$ cat config.mk
export PLATFORM = sky130hd
export DESIGN_NAME = elevator_car_ctrl
export DESIGN_NICKNAME = d
export VERILOG_FILES = /design/src/rtl/elevator_car_ctrl.sv
export SDC_FILE = /design/constraint.sdc
export NUM_CORES = 1
export LEC_CHECK = 0
export CAP_MARGIN = 15
export CORE_UTILIZATION = 40
export CTS_BUF_LIST = sky130_fd_sc_hd__clkbuf_16
export CTS_CLUSTER_SIZE = 8
export DETAILED_ROUTE_END_ITERATION = 12
export PLACE_DENSITY = 0.63
export SYNTH_ARGS = -nofsm -noshare
export SYNTH_HDL_FRONTEND = slang
export SYNTH_SLANG_ARGS = --single-unit
$ cat constraint.sdc
create_clock -name clk -period 3.15 [get_ports clk]
set_input_delay 0.63 -clock clk [delete_from_list [all_inputs] [get_ports clk]]
set_output_delay 0.63 -clock clk [all_outputs]
set_load 0.02 [all_outputs]
$ cat src/rtl/elevator_car_ctrl.sv
`default_nettype none
// ============================================================================
// Module   : elevator_car_ctrl
// Purpose  : SCAN-policy car sequencer consuming the elevator_queue bitmap.
// Revision : 1.0 - initial release
// ============================================================================
module elevator_car_ctrl #(
  parameter int FLOOR_COUNT   = 7,
  parameter int FLOOR_W       = 3,
  parameter int TRAVEL_CYCLES = 8,
  parameter int DOOR_CYCLES   = 16
) (
  input  logic                   clk,
  input  logic                   reset,
  input  logic [FLOOR_COUNT-1:0] queue_data,
  output logic                   r_nwr,
  output logic                   clear_bit,
  output logic [FLOOR_W-1:0]     clear_floor,
  output logic [FLOOR_W-1:0]     current_floor,
  output logic                   motor_up,
  output logic                   motor_down,
  output logic                   door_open,
  output logic                   busy
);

  typedef enum logic [1:0] {
    S_IDLE      = 2'd0,
    S_MOVING    = 2'd1,
    S_ARRIVE    = 2'd2,
    S_DOOR_OPEN = 2'd3
  } state_t;

  localparam int C_TRAVEL_W = $clog2(TRAVEL_CYCLES);
  localparam int C_DOOR_W   = $clog2(DOOR_CYCLES);
  localparam logic [C_TRAVEL_W-1:0] C_TRAVEL_LAST = C_TRAVEL_W'(TRAVEL_CYCLES - 1);
  localparam logic [C_DOOR_W-1:0]   C_DOOR_LAST   = C_DOOR_W'(DOOR_CYCLES - 1);

  state_t                r_state;
  logic                  r_dir_up;
  logic                  r_check;
  logic [C_TRAVEL_W-1:0] r_travel_cnt;
  logic [C_DOOR_W-1:0]   r_door_cnt;

  logic w_above;
  logic w_below;
  logic w_here;
  logic w_ahead;

  always_comb begin
    w_above = 1'b0;
    w_below = 1'b0;
    w_here  = 1'b0;
    for (int i = 0; i < FLOOR_COUNT; i++) begin
      if (i > int'(current_floor))  w_above = w_above | queue_data[i];
      if (i < int'(current_floor))  w_below = w_below | queue_data[i];
      if (i == int'(current_floor)) w_here  = queue_data[i];
    end
  end

  assign w_ahead = r_dir_up ? w_above : w_below;

  // Outputs are written alongside each state transition so they reflect the state being entered.
  always_ff @(posedge clk or negedge reset) begin
    if (!reset) begin
      r_state       <= S_IDLE;
      r_dir_up      <= 1'b1;
      r_check       <= 1'b0;
      r_travel_cnt  <= '0;
      r_door_cnt    <= '0;
      current_floor <= '0;
      r_nwr         <= 1'b1;
      clear_bit     <= 1'b0;
      clear_floor   <= '0;
      motor_up      <= 1'b0;
      motor_down    <= 1'b0;
      door_open     <= 1'b0;
      busy          <= 1'b0;
    end else begin
      r_nwr     <= 1'b1;
      clear_bit <= 1'b0;
      case (r_state)
        S_IDLE: begin
          if (w_here) begin
            r_state     <= S_ARRIVE;
            clear_bit   <= 1'b1;
            r_nwr       <= 1'b0;
            clear_floor <= current_floor;
            busy        <= 1'b1;
          end else if (w_above && (r_dir_up || !w_below)) begin
            r_state      <= S_MOVING;
            r_dir_up     <= 1'b1;
            r_travel_cnt <= '0;
            r_check      <= 1'b0;
            motor_up     <= 1'b1;
            motor_down   <= 1'b0;
            busy         <= 1'b1;
          end else if (w_below) begin
            r_state      <= S_MOVING;
            r_dir_up     <= 1'b0;
            r_travel_cnt <= '0;
            r_check      <= 1'b0;
            motor_up     <= 1'b0;
            motor_down   <= 1'b1;
            busy         <= 1'b1;
          end
        end
        S_MOVING: begin
          // r_check marks the first cycle at a new floor; it also counts as travel cycle 0.
          if (r_check) begin
            r_check <= 1'b0;
            if (w_here) begin
              r_state     <= S_ARRIVE;
              clear_bit   <= 1'b1;
              r_nwr       <= 1'b0;
              clear_floor <= current_floor;
              motor_up    <= 1'b0;
              motor_down  <= 1'b0;
            end else if (w_ahead) begin
              r_travel_cnt <= C_TRAVEL_W'(1);
            end else begin
              r_state    <= S_IDLE;
              motor_up   <= 1'b0;
              motor_down <= 1'b0;
              busy       <= 1'b0;
            end
          end else if (r_travel_cnt == C_TRAVEL_LAST) begin
            current_floor <= r_dir_up ? current_floor + FLOOR_W'(1)
                                      : current_floor - FLOOR_W'(1);
            r_travel_cnt  <= '0;
            r_check       <= 1'b1;
          end else begin
            r_travel_cnt <= r_travel_cnt + C_TRAVEL_W'(1);
          end
        end
        S_ARRIVE: begin
          r_state    <= S_DOOR_OPEN;
          r_door_cnt <= '0;
          door_open  <= 1'b1;
        end
        S_DOOR_OPEN: begin
          if (w_here) begin
            r_state     <= S_ARRIVE;
            clear_bit   <= 1'b1;
            r_nwr       <= 1'b0;
            clear_floor <= current_floor;
            door_open   <= 1'b0;
          end else if (r_door_cnt == C_DOOR_LAST) begin
            r_state   <= S_IDLE;
            door_open <= 1'b0;
            busy      <= 1'b0;
          end else begin
            r_door_cnt <= r_door_cnt + C_DOOR_W'(1);
          end
        end
        default: begin
          r_state    <= S_IDLE;
          motor_up   <= 1'b0;
          motor_down <= 1'b0;
          door_open  <= 1'b0;
          busy       <= 1'b0;
        end
      endcase
    end
  end

endmodule
`default_nettype wire

== Yosys cells after proc, flatten, opt, wreduce, memory -nomap -nowiden ==
Cells that the tools add are included.
Word-level totals
  logic and storage cells: 164
  output and inout port bits: 12
  register bits after elaboration: 23
Operators by class
  equality and inequality tests: 24
  muxes and demuxes: 76
  bitwise operators: 13
  reductions and logical operators: 21
  $add $sub $neg: 4
  magnitude comparators: 13
Operator list (number)
  1-bit two-way mux: 45
  3-bit two-way mux: 10
  2-bit two-way mux: 8
  3-bit inequality test, second input constant: 5
  2-bit inequality test, second input constant: 7
  3-bit == test, first input constant: 4
  1-bit case mux with 2 select lines: 6
  3-bit case mux with 2 select lines: 2
  3-bit AND reduction: 4
  1-bit bitwise OR: 11
  5-bit AND reduction: 2
  3-bit > comparator, first input constant: 3
  3-bit < comparator, first input constant: 3
  4-bit two-way mux: 2
  2-bit case mux with 4 select lines: 1
  4-bit case mux with 2 select lines: 1
  2-bit nonzero test: 4
  7-bit AND reduction: 1
  3-bit by 1-bit adder with 3-bit output, second input constant: 2
  2-bit by 3-bit == test with 1-bit output, first input constant: 2
  2-bit by 3-bit > comparator with 1-bit output, first input constant: 2
  1-bit by 3-bit < comparator with 1-bit output, first input constant: 2
  2-bit by 3-bit < comparator with 1-bit output, first input constant: 2
  4-bit by 1-bit adder with 4-bit output, second input constant: 1
  other kinds (18): 21

== Depth between registers and ports, before layout ==
  depth after elaboration: 20
  depth in mapped cells: 11
  depth with buffers taken out: 9

== Worst setup path before layout ==
OpenSTA, ideal clock, no wires.
  path kind: register -> register
  from: register current_floor[0]
  to: register clear_floor[0]
  buffers on the path: 1
  data required time: 3025 ps
  period minus slack after synthesis: 2393 ps
  arrival: 2269 ps
  setup slack: 757 ps
  stages on the path, launching flop included: 10
  library setup time: 125 ps
  path through: dfrtp_1 ha_1 ha_1 nor2_1 a221oi_2 a31oi_1 or2_1 buf_4 nor3_4 mux2_2
Between the ends
  longest elaborated chain between the ends: 11
Ends and longest elaborated chain
  start: declaration: RTL line 19  | output logic [FLOOR_W-1:0] current_floor,
  start signal: assignment: RTL line 127  | current_floor <= r_dir_up ? current_floor + FLOOR_W'(1)
  3-bit logical NOT: RTL line 56  | if (i == int'(current_floor)) w_here = queue_data[i];
  1-bit two-way mux (7 in series): RTL line 56
  3-bit two-way mux *: RTL line 83, 111, 141
  3-bit two-way mux: RTL line 109  | if (r_check) begin
  3-bit case mux with 2 select lines *: RTL line 81  | case (r_state)
  end signal: assignment: RTL line 87  | clear_floor <= current_floor;
  end signal: assignment: RTL line 115  | clear_floor <= current_floor;
  end signal: assignment: RTL line 145  | clear_floor <= current_floor;
  end: declaration: RTL line 18  | output logic [FLOOR_W-1:0] clear_floor,
Every way passes the cells marked *; elsewhere a longest branch is shown, timed or not. The select of a mux whose other input is x is not followed.
A chain may end at the register's enable or synchronous reset.

== Final worst setup path ==
  from: register current_floor[0]
  to: register r_travel_cnt[0]
Between the ends
  longest elaborated chain between the ends: 20
Ends and longest elaborated chain
  1-bit by 3-bit < comparator with 1-bit output: RTL line 55  | if (i < int'(current_floor)) w_below = w_below | queue_data[i];
  1-bit two-way mux: RTL line 55
  1-bit bitwise OR: RTL line 55
  1-bit two-way mux: RTL line 55
  1-bit bitwise OR: RTL line 55
  1-bit two-way mux: RTL line 55
  1-bit bitwise OR: RTL line 55
  1-bit two-way mux: RTL line 55
  [4 not listed]
  1-bit bitwise OR: RTL line 55
  1-bit two-way mux: RTL line 55
  1-bit logical NOT: RTL line 89  | end else if (w_above && (r_dir_up || !w_below)) begin
  1-bit logical OR: RTL line 89
  1-bit logical AND: RTL line 89
  3-bit two-way mux: RTL line 89
  3-bit two-way mux: RTL line 83  | if (w_here) begin
  3-bit case mux with 2 select lines: RTL line 81
  end signal: assignment: RTL line 132  | r_travel_cnt <= r_travel_cnt + C_TRAVEL_W'(1);
  end: declaration: RTL line 41  | logic [C_TRAVEL_W-1:0] r_travel_cnt;
Several ways; a longest one is shown, not always the timed one. The select of a mux whose other input is x is not followed.

==> qor.csv <==
metric;value;unit
Leakage Power;0.803;nW
gpl congestion;0.847;
Ys Warns;0;
synthesized cell area;1600;µm²
Flop pwr share;34.0;%
Layout area overhead;19.4;%
sum of negative setup slack;0;ns
Slew Viols, Final;0;
WL final;3480;µm
pwr/cell area;639;nW/µm²
crit path capture type;flip-flop;
RSZ-0062 raised after global routing;false;
nets@finish;211;
Gate power share;43.5;%
HPWL Detailed;2550;µm
most frequent cells in the layout;dfrtp_1, clkdlybuf4s50_1, nand2_1, ha_1, nor2_1;
Crit Path Max Fanout;12;
Clock transition at path regs;0.06;ns
vias in the first global route;1338;
flops & latches, synth;23;
commonest non-fill, non-tap cell in the layout;dfrtp_1;
worst hold margin;0.506;ns
die area;4240;µm²
core area;3740;µm²
post-synth top area cell;dfrtp_1;
setup ws final;0.438;ns
CTS HTree Levels;1;
Synth Flop Type;dfrtp_1;
largest net degree at the start of global routing;24;
largest cells by area after synthesis;dfrtp_1, ha_1, dfstp_2;
final worst-path cycle share;86.1;%
Final Hold Vio Count;0;
CTS root buf;clkbuf_16;
setup violators final;0;
r2r startpoint;current_floor[0];
Port Buf Inserts;20;
hold endpoint;busy;
via count;1347;
row count;22;
clock power share;22.4;%
worst skew pair latency;0.25;ns
DR vias/cell;5.73;
TritonCTS clock tree;yes;
CP required;3.28;ns
arrival time of the worst setup path;2.85;ns
# DRC;0;
setup bufs post-CTS;0;
n_diodes;0;
Final Util;50.9;%
area share of the largest cell type after synthesis;32.9;%
Yosys cell types;49;
FF-to-FF path depth;9;
clk sink count;23;
CTS max path bufs;2;
Antenna Nets Post-Route;0;
R2R Setup Slk;0.44;ns
Max Cap Viol;0;
worst hold start;busy;
reg2reg end;r_travel_cnt[0];
ys async rst share;100;%
fraction of layout cells with a size suffix above 1;12.3;%
Setup CP Type;reg2reg;
EDFF count, synth;0;
wire per inst;14.8;µm
Seq/Total Area, Yosys;36.2;%
min cycle time layout;2.71;ns
DRT Pass-1 Iters;4;
Post-CTS Hold Buffers;0;
total power draw;0.00122;W
Die Wd;65.2;µm
# IOs;21;
Setup WS pre-CTS;0.263;ns
internal power;0.000755;W
worst min path class;reg2reg;
Switch Pwr;0.000462;W
Tot GR Track Use;18.1;%
Vert. Die Dim;65.2;µm
IR drop worst, VDD;0.366;mV
Worst Hold Depth;2;
Least-Margin Pin Slew;0.568;ns
Avg Inst Size Synth;9.50;µm²
initial antenna violation count;0;
initial drt markers;99;
Post-CTS Resized;0;
cell count after synthesis;168;
grt total ovfl;0;
f_max;369;MHz
Slew HR;62.0;%
switching portion of total power;38.0;%
status;finished clean;
first-pass GRT wire length;6060;µm
Initial Util;42.6;%
Worst setup SP type;flip-flop;
Num CTS Buffers;3;
syn_nets;191;
clk_skew;0.00317;ns
-- worst max path at each step --
stage | slack, ns | start | end | depth (start not counted)
2_1_floorplan | 0.76 | current_floor[0] | clear_floor[0] | 9
3_3_place_gp | 0.35 | queue_data[2] | r_travel_cnt[0] | 8
3_5_place_dp | 0.26 | queue_data[6] | r_travel_cnt[0] | 8
4_1_cts | 0.44 | current_floor[0] | r_travel_cnt[0] | 9
5_1_grt | 0.21 | current_floor[0] | r_travel_cnt[0] | 9
6_report | 0.44 | current_floor[0] | r_travel_cnt[0] | 9
-- layer usage --
layer  wire, µm  global-route usage, %  part of all wire, %
met1       1650                   23.8                   47
met2       1630                   29.6                   47
met3        150                   2.60                  4.3
met4         54                   7.61                  1.5
met5          0                      0                    0
-- cells in the mapped netlist, drive strengths merged, types with 2 or more instances --
cell and count:
a31oi 5, ha 14, nor2b 6, a21oi 9
mux2 4, dfstp 2, buf 5, nor2 12
or2 2, nand2 14, o21ai 13, nand3 2
o211ai 6, o31ai 7, a211o 2, xor2 2
nand2b 5, inv 9, o21a 2, nor3b 2
nand4 2, dfrtp 21, nor3 6
-- logic make-up after synthesis --
family                     count (synthesis)  synth area share, %
and+or+nand+nor                           54                 17.7
xor gates and xnor gates                   3                 1.65
AOI/OAI and AO/OA                         54                 25.4
muxes                                      5                 3.45
buffers and inverters                     15                 4.55
adders and majority gates                 14                 11.0
DFF                                       23                 36.2
-- layout make-up --
cell class | count | area, µm²
Timing Repair Buffer | 21 | 208
Sequential cell | 23 | 578
Clock inverter | 1 | 5.00
Inverter | 9 | 33.8
Clock buffer | 3 | 75.1
Tap cell | 48 | 60.1
Multi-Input combinational cell | 130 | 945
Fill cell | 358 | 1840
-- sequential cells by signal, summed over array words and instances, names as in the netlist, named ones only --
signal	flops
door_open	1
clear_bit	1
motor_down	1
motor_up	1
clear_floor	3
r_check	1
r_state	1
r_door_cnt	4
r_dir_up	1
busy	1
current_floor	3
r_nwr	1
r_travel_cnt	3
-- critical path: stages, from the launching register on --
cell and delay [ns]:
dfrtp_1 0.50, inv_2 0.17, ha_1 0.32, nor2b_1 0.11, o32ai_2 0.29, o211ai_1 0.21
nor3_2 0.28, a211o_1 0.40, mux2i_1 0.24, nor3_1 0.07
-- power by group through the flow --
stage,clock (W),combinational [W],sequential [W]
floorplan,0,0.000358,0.000450
global placement,0,0.000521,0.000416
detailed placement,0,0.000525,0.000418
CTS,0.000281,0.000531,0.000414
global route,0.000295,0.000591,0.000423
finish,0.000273,0.000529,0.000414
-- per-stage QoR --
step | cells | cell area [µm²]
after floorplan | 168 | 1600
after global placement | 231 | 1820
after detailed placement | 231 | 1820
after CTS | 235 | 1900
after global routing | 235 | 1900
final | 235 | 1900
No activity file was read; power rests on OpenSTA's default activity.
